### config.mk
export PLATFORM = sky130hd
export DESIGN_NAME = branch_resolve_unit
export DESIGN_NICKNAME = d
export VERILOG_FILES = /design/src/rtl/br_pkg.sv /design/src/rtl/br_cond_eval.sv /design/src/rtl/branch_resolve_unit.sv
export SDC_FILE = /design/constraint.sdc
export NUM_CORES = 1
export LEC_CHECK = 0
export BUFFER_PORTS_ARGS = -buffer_cell sky130_fd_sc_hd__buf_4
export CORE_ASPECT_RATIO = 0.9
export CORE_MARGIN = 2
export CORE_UTILIZATION = 25
export CTS_CLUSTER_SIZE = 14
export DETAILED_ROUTE_END_ITERATION = 6
export GPL_ROUTABILITY_DRIVEN = 0
export SLEW_MARGIN = 20
export SYNTH_ARGS = -nofsm -noshare
export SYNTH_HDL_FRONTEND = slang
export SYNTH_SLANG_ARGS = --single-unit
export TNS_END_PERCENT = 20
### constraint.sdc
create_clock -name Clk -period 4.3 [get_ports Clk]
set_input_delay 0.86 -clock Clk [delete_from_list [all_inputs] [get_ports Clk]]
set_output_delay 0.86 -clock Clk [all_outputs]
set_load 0.05 [all_outputs]
### src/rtl/br_pkg.sv
// Shared constants for the branch resolution unit: opcodes, FSM state encoding, default width.
package br_pkg;

    localparam int BR_DATA_W = 32;
    localparam int BR_OP_W   = 3;

    localparam logic [2:0] BR_BEQ  = 3'b000;
    localparam logic [2:0] BR_BNE  = 3'b001;
    localparam logic [2:0] BR_BLEZ = 3'b010;
    localparam logic [2:0] BR_BGTZ = 3'b011;
    localparam logic [2:0] BR_BLTZ = 3'b100;
    localparam logic [2:0] BR_BGEZ = 3'b101;

    typedef enum logic [1:0] {
        ST_IDLE   = 2'd0,
        ST_WAIT   = 2'd1,
        ST_RESULT = 2'd2
    } br_state_e;

endpackage

### src/rtl/br_cond_eval.sv
// Combinational branch condition evaluator; one zero-detect serves rs and rs^rt.
module br_cond_eval
    import br_pkg::*;
#(
    parameter int DATA_W = BR_DATA_W,
    parameter int OP_W   = BR_OP_W
) (
    input  logic [OP_W-1:0]   op_i,
    input  logic [DATA_W-1:0] rs_i,
    input  logic [DATA_W-1:0] rt_i,
    output logic              taken_o
);

    function automatic logic zero_det(input logic [DATA_W-1:0] v);
        zero_det = (v == {DATA_W{1'b0}});
    endfunction

    logic rs_zero_s;
    logic rs_eq_rt_s;
    logic rs_neg_s;

    assign rs_zero_s  = zero_det(rs_i);
    assign rs_eq_rt_s = zero_det(rs_i ^ rt_i);
    assign rs_neg_s   = rs_i[DATA_W-1];

    // Decode opcode into the taken decision; reserved opcodes never branch.
    always_comb begin
        taken_o = 1'b0;
        case (op_i)
            BR_BEQ:  taken_o = rs_eq_rt_s;
            BR_BNE:  taken_o = ~rs_eq_rt_s;
            BR_BLEZ: taken_o = rs_zero_s | rs_neg_s;
            BR_BGTZ: taken_o = ~rs_zero_s & ~rs_neg_s;
            BR_BLTZ: taken_o = rs_neg_s;
            BR_BGEZ: taken_o = ~rs_neg_s;
            default: taken_o = 1'b0;
        endcase
    end

endmodule

### src/rtl/branch_resolve_unit.sv
// Branch resolution at ID/EX: accept, wait for forwarded operands, present registered result.
// Optional BR_STATS_EN adds saturating taken/not-taken counters.
module branch_resolve_unit
    import br_pkg::*;
#(
    parameter int DATA_W = BR_DATA_W,
    parameter int OP_W   = BR_OP_W
) (
    input  logic              Clk,
    input  logic              Rst_n,
    input  logic              br_valid,
    output logic              br_ready,
    input  logic [OP_W-1:0]   br_op,
    input  logic [DATA_W-1:0] rs_val,
    input  logic [DATA_W-1:0] rt_val,
    input  logic [DATA_W-1:0] pc_plus4,
    input  logic [DATA_W-1:0] imm,
    input  logic              opnd_pending,
    input  logic              squash,
    output logic              res_valid,
    input  logic              res_ready,
    output logic              taken,
    output logic [DATA_W-1:0] target,
`ifdef BR_STATS_EN
    output logic [31:0]       stat_taken,
    output logic [31:0]       stat_not_taken,
`endif
    output logic              flush
);

    br_state_e         state_q, state_d;
    logic [OP_W-1:0]   op_q;
    logic              taken_q;
    logic [DATA_W-1:0] target_q;

    logic              accept_s;
    logic              load_res_s;
    logic              consume_s;
    logic              cond_taken_s;
    logic [OP_W-1:0]   eval_op_s;

    // In IDLE the opcode is still on the input bus; in WAIT it comes from the capture register.
    assign eval_op_s = (state_q == ST_IDLE) ? br_op : op_q;

    br_cond_eval #(
        .DATA_W (DATA_W),
        .OP_W   (OP_W)
    ) u_cond (
        .op_i    (eval_op_s),
        .rs_i    (rs_val),
        .rt_i    (rt_val),
        .taken_o (cond_taken_s)
    );

    // Next-state logic; squash overrides every transition.
    always_comb begin
        state_d    = state_q;
        accept_s   = 1'b0;
        load_res_s = 1'b0;
        case (state_q)
            ST_IDLE: begin
                if (br_valid) begin
                    accept_s = 1'b1;
                    if (opnd_pending) begin
                        state_d = ST_WAIT;
                    end else begin
                        state_d    = ST_RESULT;
                        load_res_s = 1'b1;
                    end
                end else begin
                    state_d = ST_IDLE;
                end
            end
            ST_WAIT: begin
                if (!opnd_pending) begin
                    state_d    = ST_RESULT;
                    load_res_s = 1'b1;
                end else begin
                    state_d = ST_WAIT;
                end
            end
            ST_RESULT: begin
                if (res_ready) begin
                    state_d = ST_IDLE;
                end else begin
                    state_d = ST_RESULT;
                end
            end
            default: state_d = ST_IDLE;
        endcase
        if (squash) begin
            state_d    = ST_IDLE;
            accept_s   = 1'b0;
            load_res_s = 1'b0;
        end else begin
            state_d = state_d;
        end
    end

    // State and captured branch fields.
    always_ff @(posedge Clk or negedge Rst_n) begin
        if (!Rst_n) begin
            state_q  <= ST_IDLE;
            op_q     <= {OP_W{1'b0}};
            taken_q  <= 1'b0;
            target_q <= {DATA_W{1'b0}};
        end else begin
            state_q <= state_d;
            if (accept_s) begin
                op_q     <= br_op;
                target_q <= pc_plus4 + (imm << 2);
            end
            if (squash || consume_s) begin
                taken_q <= 1'b0;
            end else if (load_res_s) begin
                taken_q <= cond_taken_s;
            end
        end
    end

    assign br_ready  = (state_q == ST_IDLE);
    assign res_valid = (state_q == ST_RESULT);
    assign taken     = taken_q;
    assign target    = target_q;
    assign consume_s = res_valid & res_ready & ~squash;
    assign flush     = consume_s & taken_q;

`ifdef BR_STATS_EN
    logic [31:0] stat_taken_q;
    logic [31:0] stat_not_taken_q;

    // Saturating outcome counters, stepped once per consumed result.
    always_ff @(posedge Clk or negedge Rst_n) begin
        if (!Rst_n) begin
            stat_taken_q     <= 32'd0;
            stat_not_taken_q <= 32'd0;
        end else if (consume_s) begin
            if (taken_q && (stat_taken_q != 32'hFFFF_FFFF)) begin
                stat_taken_q <= stat_taken_q + 32'd1;
            end
            if (!taken_q && (stat_not_taken_q != 32'hFFFF_FFFF)) begin
                stat_not_taken_q <= stat_not_taken_q + 32'd1;
            end
        end
    end

    assign stat_taken     = stat_taken_q;
    assign stat_not_taken = stat_not_taken_q;
`endif

endmodule

==> summary.md, run 1 <==
| Metric | Value |
|---|---|
| Initial antenna violation count | `0` |
| Design area | `5270 µm²` |
| Setup violators final | `0` |
| Commonest non-fill, non-tap cells in the layout | `172 x buf_4, 62 x nand2_1, 42 x xor2_1` |
| Worst-path clk slew | `0.06 ns` |
| Total GRT Usage | `15.2%` |
| PnR worst setup slack | `1.21 ns` |
| Drt wl/cell | `15.3 µm` |
| Worst slack, placed | `0.932 ns` |
| IO Port Bufs | `170` |
| Part of the Yosys area used for sequential elements | `25.9%` |
| Status | `completed` |
| Worst clock skew | `0.00269 ns` |
| Crit. End Element | `register` |
| Fin crit period | `3.09 ns` |
| Placed cell areas | `5130 µm²` |
| Setup TNS Final | `0 ns` |
| Synth warn | `0` |
| Die Y | `119 µm` |
| Ant. Diodes | `0` |
| Filler cell count | `1461` |
| RSZ-0062 raised after global routing | `false` |
| Critical path arrival | `3.27 ns` |
| Fmax | `324 MHz` |
| Reg area | `951 µm²` |
| Main flop type after synthesis | `dfrtp_1` |
| DR pass1 iterations | `4` |
| Residual DRC | `0` |
| Hold Path Class | `register to register` |
| Avg Vias per Cell | `4.99` |
| CTS Buffer Depth | `2` |
| Worst vdd ir | `0.000223 V` |
| Largest net degree at the start of global routing | `67` |
| Synth async-reset ratio | `100%` |
| HPWL Detailed | `9.88 mm` |
| Worst-skew pair later-pin latency | `0.28 ns` |
| CTS tree | `yes` |
| Initial DRC count | `247` |
| Crit path launch type | `input pin` |
| Worst Path Required | `4.48 ns` |
| Pwr dens | `345 nW/µm²` |
| Hold Fails Final Rpt | `0` |
| Leak pwr | `2.56 nW` |
| Number of distinct library cells after synthesis | `62` |
| Synthesized net count | `619` |
| Launch point of the worst reg-to-reg path | `state_q[0]$_DFF_PN0_` |
| DR vias | `4019` |
| #FFs+latches synth | `38` |
| CP Max Fanout | `4` |
| Vias in the first global route | `4074` |
| Rel. slew slack | `43.1%` |
| Post-Syn Area per Cell | `8.12 µm²` |
| Critical path startpoint | `imm[2]` |
| Area of the multi-input gates | `2610 µm²` |
| CTS root buf | `clkbuf_16` |
| Row count | `41` |
| Hold Crit Start | `op_q[0]$_DFFE_PN0P_` |
| CTS-repair resized insts | `0` |
| Gr ovfl total | `0` |
| Antenna viol nets, final | `0` |
| H-Tree Depth | `2` |
| Sink Count | `38` |
| Die area | `15700 µm²` |
| Max-slew violations | `0` |
| Post-CTS Repair Setup Buffers | `0` |
| Share of cells above drive strength 1 | `31.2%` |
| Layout net count | `779` |
| Layout overhead on the synthesized area | `43.7%` |
| First-pass GRT wire length | `19.7 mm` |
| Cts hold-fix bufs | `0` |
| TritonCTS Buffers | `5` |
| Post-synth EDFFs | `0` |
| Total core area | `14200 µm²` |
| Syn Std Cell Area | `3670 µm²` |
| Max-Cap Viols | `0` |
| Die Width | `132 µm` |
| Fin crit share | `71.8%` |
| Starting Density | `25.9%` |
| Commonest non-fill, non-tap cell in the layout | `buf_4` |
| Cells after Synth | `452` |
| Worst Max-Slew Pin Slew | `0.832 ns` |
| Final Routed Wirelength | `12.3 mm` |
| Crit path kind | `input pin to register` |
| I/O Pins | `173` |
## worst paths after layout
check	endpoint	slack, ns	cells past startpoint
setup / recovery	target[29]$_DFFE_PN0P_	1.21	9
min in group asynchronous	target[28]$_DFFE_PN0P_	0.57	1
hold / removal	op_q[0]$_DFFE_PN0P_	0.48	2
hold reg to reg	op_q[0]$_DFFE_PN0P_	0.48	2
setup reg to reg	target[17]$_DFFE_PN0P_	2.10	5
max in group asynchronous	target[10]$_DFFE_PN0P_	3.36	1
## cells by family after synthesis
logic type / synth area share [%]
AOI/OAI and AO/OA: 25.1
xor gates and xnor gates: 11.9
adders and majority gates: 10.4
buffers and inverters: 3.24
DFF: 25.9
muxes: 1.16
and+or+nand+nor: 22.2
## worst max-delay path, cell delays in order
cell	delay [ns]
buf_4	0.11
ha_1	0.34
o21ai_0	0.11
nor2_1	0.26
o311a_1	0.29
a31oi_1	0.19
a2111oi_0	0.77
nor3_1	0.09
o31ai_1	0.23
## flip-flops by register name, summed over array words and instances, names as in the netlist
signal and cells:
op_q 3, state_q 2, taken 1, target 32
## routing by layer
metal | wire length (µm) | vias to the layer above | global-route usage, %
met2 | 5770 | 128 | 25.6
met5 | 0 | - | 0
met4 | 123 | 0 | 3.87
met3 | 757 | 10 | 3.41
li1 | - | 2002 | -
met1 | 5650 | 1879 | 19.7
## Yosys cell counts (all sizes together), types with 3 or more instances
master	instances	area [µm²]
dfrtp	38	951
xnor2	8	70.1
inv	9	33.8
o21ai	39	195
or2	3	18.8
a2111oi	4	60.1
o31ai	3	22.5
a21o	21	158
nor3	13	65.1
nor2	18	67.6
a21oi	32	160
nor4	15	93.8
xor2	42	368
buf	5	32.5
nand4	11	68.8
a211oi	4	30.0
and2	4	26.3
o21bai	3	22.5
nand2b	3	18.8
o21a	4	30.0
nand2	62	233
and3	7	43.8
clkbuf	14	52.6
a31oi	5	31.3
nand3	14	70.1
nor2b	3	18.8
ha	29	363
## stage by stage
stage                     power, mW  hold WS [ns]  utilization [%]  instances
after floorplan                1.10         0.445                -        452
after global placement         1.43         0.464             36.2        798
after detailed placement       1.44         0.469             36.2        798
after CTS                      1.84         0.484             37.2        806
after global routing           1.93         0.508             37.2        806
final                          1.82         0.479             37.2        806
## where the power goes
group	leakage, nW	total [mW]	switching [mW]	internal [mW]
clock	0.0739	0.382	0.151	0.230
sequential	0.473	0.497	0.0542	0.443
combinational	2.01	0.940	0.593	0.347
## cell type report
class / count / share of cell area [%]
timing repair buffer: 172 / 24.5
sequential: 38 / 18.0
clock inverter: 1 / 0.0949
multi-input combinational: 386 / 49.5
tap: 193 / 4.58
clock buffer: 7 / 2.70
inverter: 9 / 0.641
(Power assumes the default switching activity.)
==> inputs of run 2 (changes only) <==
--- a/config.mk
+++ b/config.mk
@@ -5,6 +5,7 @@
 export SDC_FILE = /design/constraint.sdc
 export NUM_CORES = 1
 export LEC_CHECK = 0
+export ABC_AREA = 1
 export BUFFER_PORTS_ARGS = -buffer_cell sky130_fd_sc_hd__buf_4
 export CORE_ASPECT_RATIO = 0.9
 export CORE_MARGIN = 2
==> constraint.sdc (replaced) <==
create_clock -name Clk -period 3.2 [get_ports Clk]
set_input_delay 0.64 -clock Clk [delete_from_list [all_inputs] [get_ports Clk]]
set_output_delay 0.64 -clock Clk [all_outputs]
set_load 0.05 [all_outputs]
==> summary.md, run 2 <==
| Metric | Value |
|---|---|
| Status | `completed` |
| Final Routed Wirelength | `12.5 mm (+1.9%)` |
| DR pass1 iterations | `5 (+1)` |
| Crit path kind | `input pin to register` |
| Initial antenna violation count | `0 (unchanged)` |
| Max FFs per register | `32 (unchanged)` |
| #FFs+latches synth | `38 (unchanged)` |
| Avg Vias per Cell | `4.39 (-12%)` |
| Worst clock skew | `0.00231 ns (-0.000380 ns)` |
| Share of synthesized cell area in full adder, half adder and majority cells | `9.54% (-0.89 points)` |
| Critical path arrival | `2.26 ns (-1.01 ns)` |
| CTS-repair resized insts | `0 (unchanged)` |
| Post-Synth XOR/XNOR Area | `7.42% (-4.5 points)` |
| Number of distinct library cells after synthesis | `33 (-47%)` |
| Hold Path Class | `input pin to asynchronous set/reset pin` |
| Die Width | `138 µm (+4.4%)` |
| Setup violators final | `0 (unchanged)` |
| Share of cells above drive strength 1 | `24.2% (-6.9 points)` |
| Worst-path clk slew | `0.06 ns (about the same)` |
| Post-Syn Area per Cell | `6.12 µm² (-25%)` |
| Crit path launch type | `input pin` |
| Post-CTS Repair Setup Buffers | `0 (unchanged)` |
| Max-slew violations | `0 (unchanged)` |
| First-pass GRT wire length | `19.8 mm (+0.38%)` |
| Antenna viol nets, final | `0 (unchanged)` |
| Synth Area in Simple Gates | `39.5% (+17 points)` |
| Hold Fails Final Rpt | `0 (unchanged)` |
| Cells after Synth | `656 (+45%)` |
| CTS root buf | `clkbuf_16` |
| Design area | `5720 µm² (+8.4%)` |
| Pwr dens | `448 nW/µm² (+30%)` |
| Die area | `17100 µm² (+9.1%)` |
| Main combinational cell family by area after synthesis | `simple AND/OR/NAND/NOR gates` |
| Placed cell count | `1023 (+28%)` |
| Commonest non-fill, non-tap cells in the layout | `234 x nand2_1, 171 x buf_4, 82 x inv_1` |
| Total GRT Usage | `14.5% (-0.72 points)` |
| Leak pwr | `3.10 nW (+21%)` |
| Worst Max-Slew Pin Slew | `0.497 ns (-0.335 ns)` |
| Multiplexer share of the synthesized area | `0% (-1.2 points)` |
| Post-synth EDFFs | `0 (unchanged)` |
| TritonCTS Buffers | `5 (unchanged)` |
| Placed cell areas | `5520 µm² (+7.8%)` |
| Setup TNS Final | `0 ns (unchanged)` |
| Worst-skew pair later-pin latency | `0.28 ns (about the same)` |
| Residual DRC | `0 (unchanged)` |
| Rel. slew slack | `66.9% (+24 points)` |
| Final Util | `36.8% (-0.47 points)` |
| Fmax | `480 MHz` |
| Total chip power | `2.56 mW (+41%)` |
| CP Max Fanout | `4 (unchanged)` |
| Layout overhead on the synthesized area | `42.5%` |
| Synth warn | `0 (unchanged)` |
| Fin crit share | `65.1%` |
| Cts hold-fix bufs | `0 (unchanged)` |
| Ant. Diodes | `0 (unchanged)` |
| Vias in the first global route | `4244 (+4.2%)` |
| Commonest non-fill, non-tap cell in the layout | `nand2_1` |
| Most common cell in the netlist | `nand2_1` |
| Synth cell count leaders | `234 x nand2_1, 82 x inv_1, 76 x nor2_1, 43 x nand3_1, 38 x dfrtp_1` |
| RSZ-0062 raised after global routing | `false` |
| Main flop type after synthesis | `dfrtp_1` |
| Gr ovfl total | `0 (unchanged)` |
| Sink Count | `38 (unchanged)` |
| Part of the Yosys area used for sequential elements | `23.7% (-2.2 points)` |
| Main area contributors after synthesis | `dfrtp_1 24%, nand2_1 22%, ha_1 9.0%, inv_1 7.7%, xnor2_1 7.2%` |
| CTS Buffer Depth | `2 (unchanged)` |
| HPWL Detailed | `10.7 mm (+8.7%)` |
| I/O Pins | `173 (unchanged)` |
| Initial DRC count | `192 (-22%)` |
| Worst Path Required | `3.38 ns (-1.10 ns)` |
| H-Tree Depth | `2 (unchanged)` |
| Fin crit period | `2.08 ns` |
| Cell accounting for the most synthesized area | `dfrtp_1` |
| Crit. End Element | `register` |
| Final cell count without fillers | `1031 (+28%)` |
| CTS tree | `yes` |
| DR vias | `4530 (+13%)` |
| Total core area | `15500 µm² (+9.8%)` |
| Layout net count | `995 (+28%)` |
| Synth async-reset ratio | `100% (unchanged)` |
| Worst vdd ir | `0.000220 V (-1.2%)` |
| IO Port Bufs | `170 (unchanged)` |
| Compound-Gate Fraction of Synth Area | `11.4% (-14 points)` |
| Die Y | `124 µm (+4.4%)` |
| Largest net degree at the start of global routing | `53 (-21%)` |
| Starting Density | `25.8% (-0.10 points)` |
| Row count | `43 (+4.9%)` |
| Synthesized net count | `823 (+33%)` |
| Filler cell count | `1696 (+16%)` |
| Drt wl/cell | `12.2 µm (-20%)` |
| Syn Std Cell Area | `4010 µm² (+9.4%)` |
| Area fraction of the dominant cell type after synthesis | `23.7% (-2.2 points)` |
| Max-Cap Viols | `0 (unchanged)` |
-- run 2: cell types whose count changed after synthesis, moves of 15 or more --
cell     before  now
nand2_1      62  234
inv_1         9   82
nor2_1       18   76
xor2_1       42    1
nand3_1      14   43
xnor2_1       8   33
a21o_1       21    3
nor4_1       15    0
-- run 2: layout make-up --
type                    count  area (µm²)  area share (%)
clock buffers               5         125            2.19
clock inverters             3        68.8            1.20
inverters                  84         315            5.51
flip-flops and latches     38         951            16.6
repair buffers            171        1280            22.5
well taps                 202         253            4.42
multi-input cells         528        2720            47.6
-- run 2: routing by layer --
layer  track usage, %  wire, µm  up-vias
met4             4.67       241        0
met2             25.0      5680      154
li1                 -         -     2424
met3             2.00       985       15
met1             18.3      5620     1937
met5                0         0        -
-- run 2: kinds of logic (layout without fill, tap and decap cells) --
family / Yosys count / count (layout)
AOI/OAI and AO/OA: 82 / 82
xor gates and xnor gates: 34 / 34
adders and majority gates: 30 / 30
buffers and inverters: 90 / 263
DFF: 38 / 38
and+or+nand+nor: 382 / 382
-- run 2: power by group --
| part | internal [mW] | switching, mW | total, mW |
|---|---|---|---|
| clock network | 0.448 | 0.204 | 0.652 |
| logic | 0.452 | 0.807 | 1.26 |
| registers | 0.588 | 0.0657 | 0.654 |
| total | 1.49 | 1.08 | 2.56 |
-- run 2: metrics by stage --
stage / hold WS [ns] / setup WS (ns)
floorplan: 0.344 / 0.583
global placement: 0.463 / 0.806
detailed placement: 0.466 / 0.793
CTS: 0.338 / 1.10
global route: 0.357 / 0.923
finish: 0.314 / 1.12
-- run 2: path summary, 6_finish.rpt --
check	startpoint	to	slack [ns]	cells past startpoint
worst max-delay path	pc_plus4[2]	target[30]$_DFFE_PN0P_	1.12	14
worst min-delay path	Rst_n	target[0]$_DFFE_PN0P_	0.31	1
worst max register to register	state_q[0]$_DFF_PN0_	taken$_DFFE_PN0P_	1.70	10
worst min register to register	target[20]$_DFFE_PN0P_	target[20]$_DFFE_PN0P_	0.48	2
max in group asynchronous	Rst_n	target[3]$_DFFE_PN0P_	2.53	1
min in group Clk	target[20]$_DFFE_PN0P_	target[20]$_DFFE_PN0P_	0.48	2
-- run 2: worst max-delay path, stage by stage --
cell and delay (ns):
buf_4 0.08, ha_1 0.15, inv_1 0.05, fa_1 0.41
o21ai_2 0.24, nand2_1 0.09, nand2_2 0.11, nand2_1 0.07
nand2_2 0.10, nand2_1 0.08, nand2_1 0.07, nand2_1 0.04
nand3_1 0.06, nand2_1 0.05
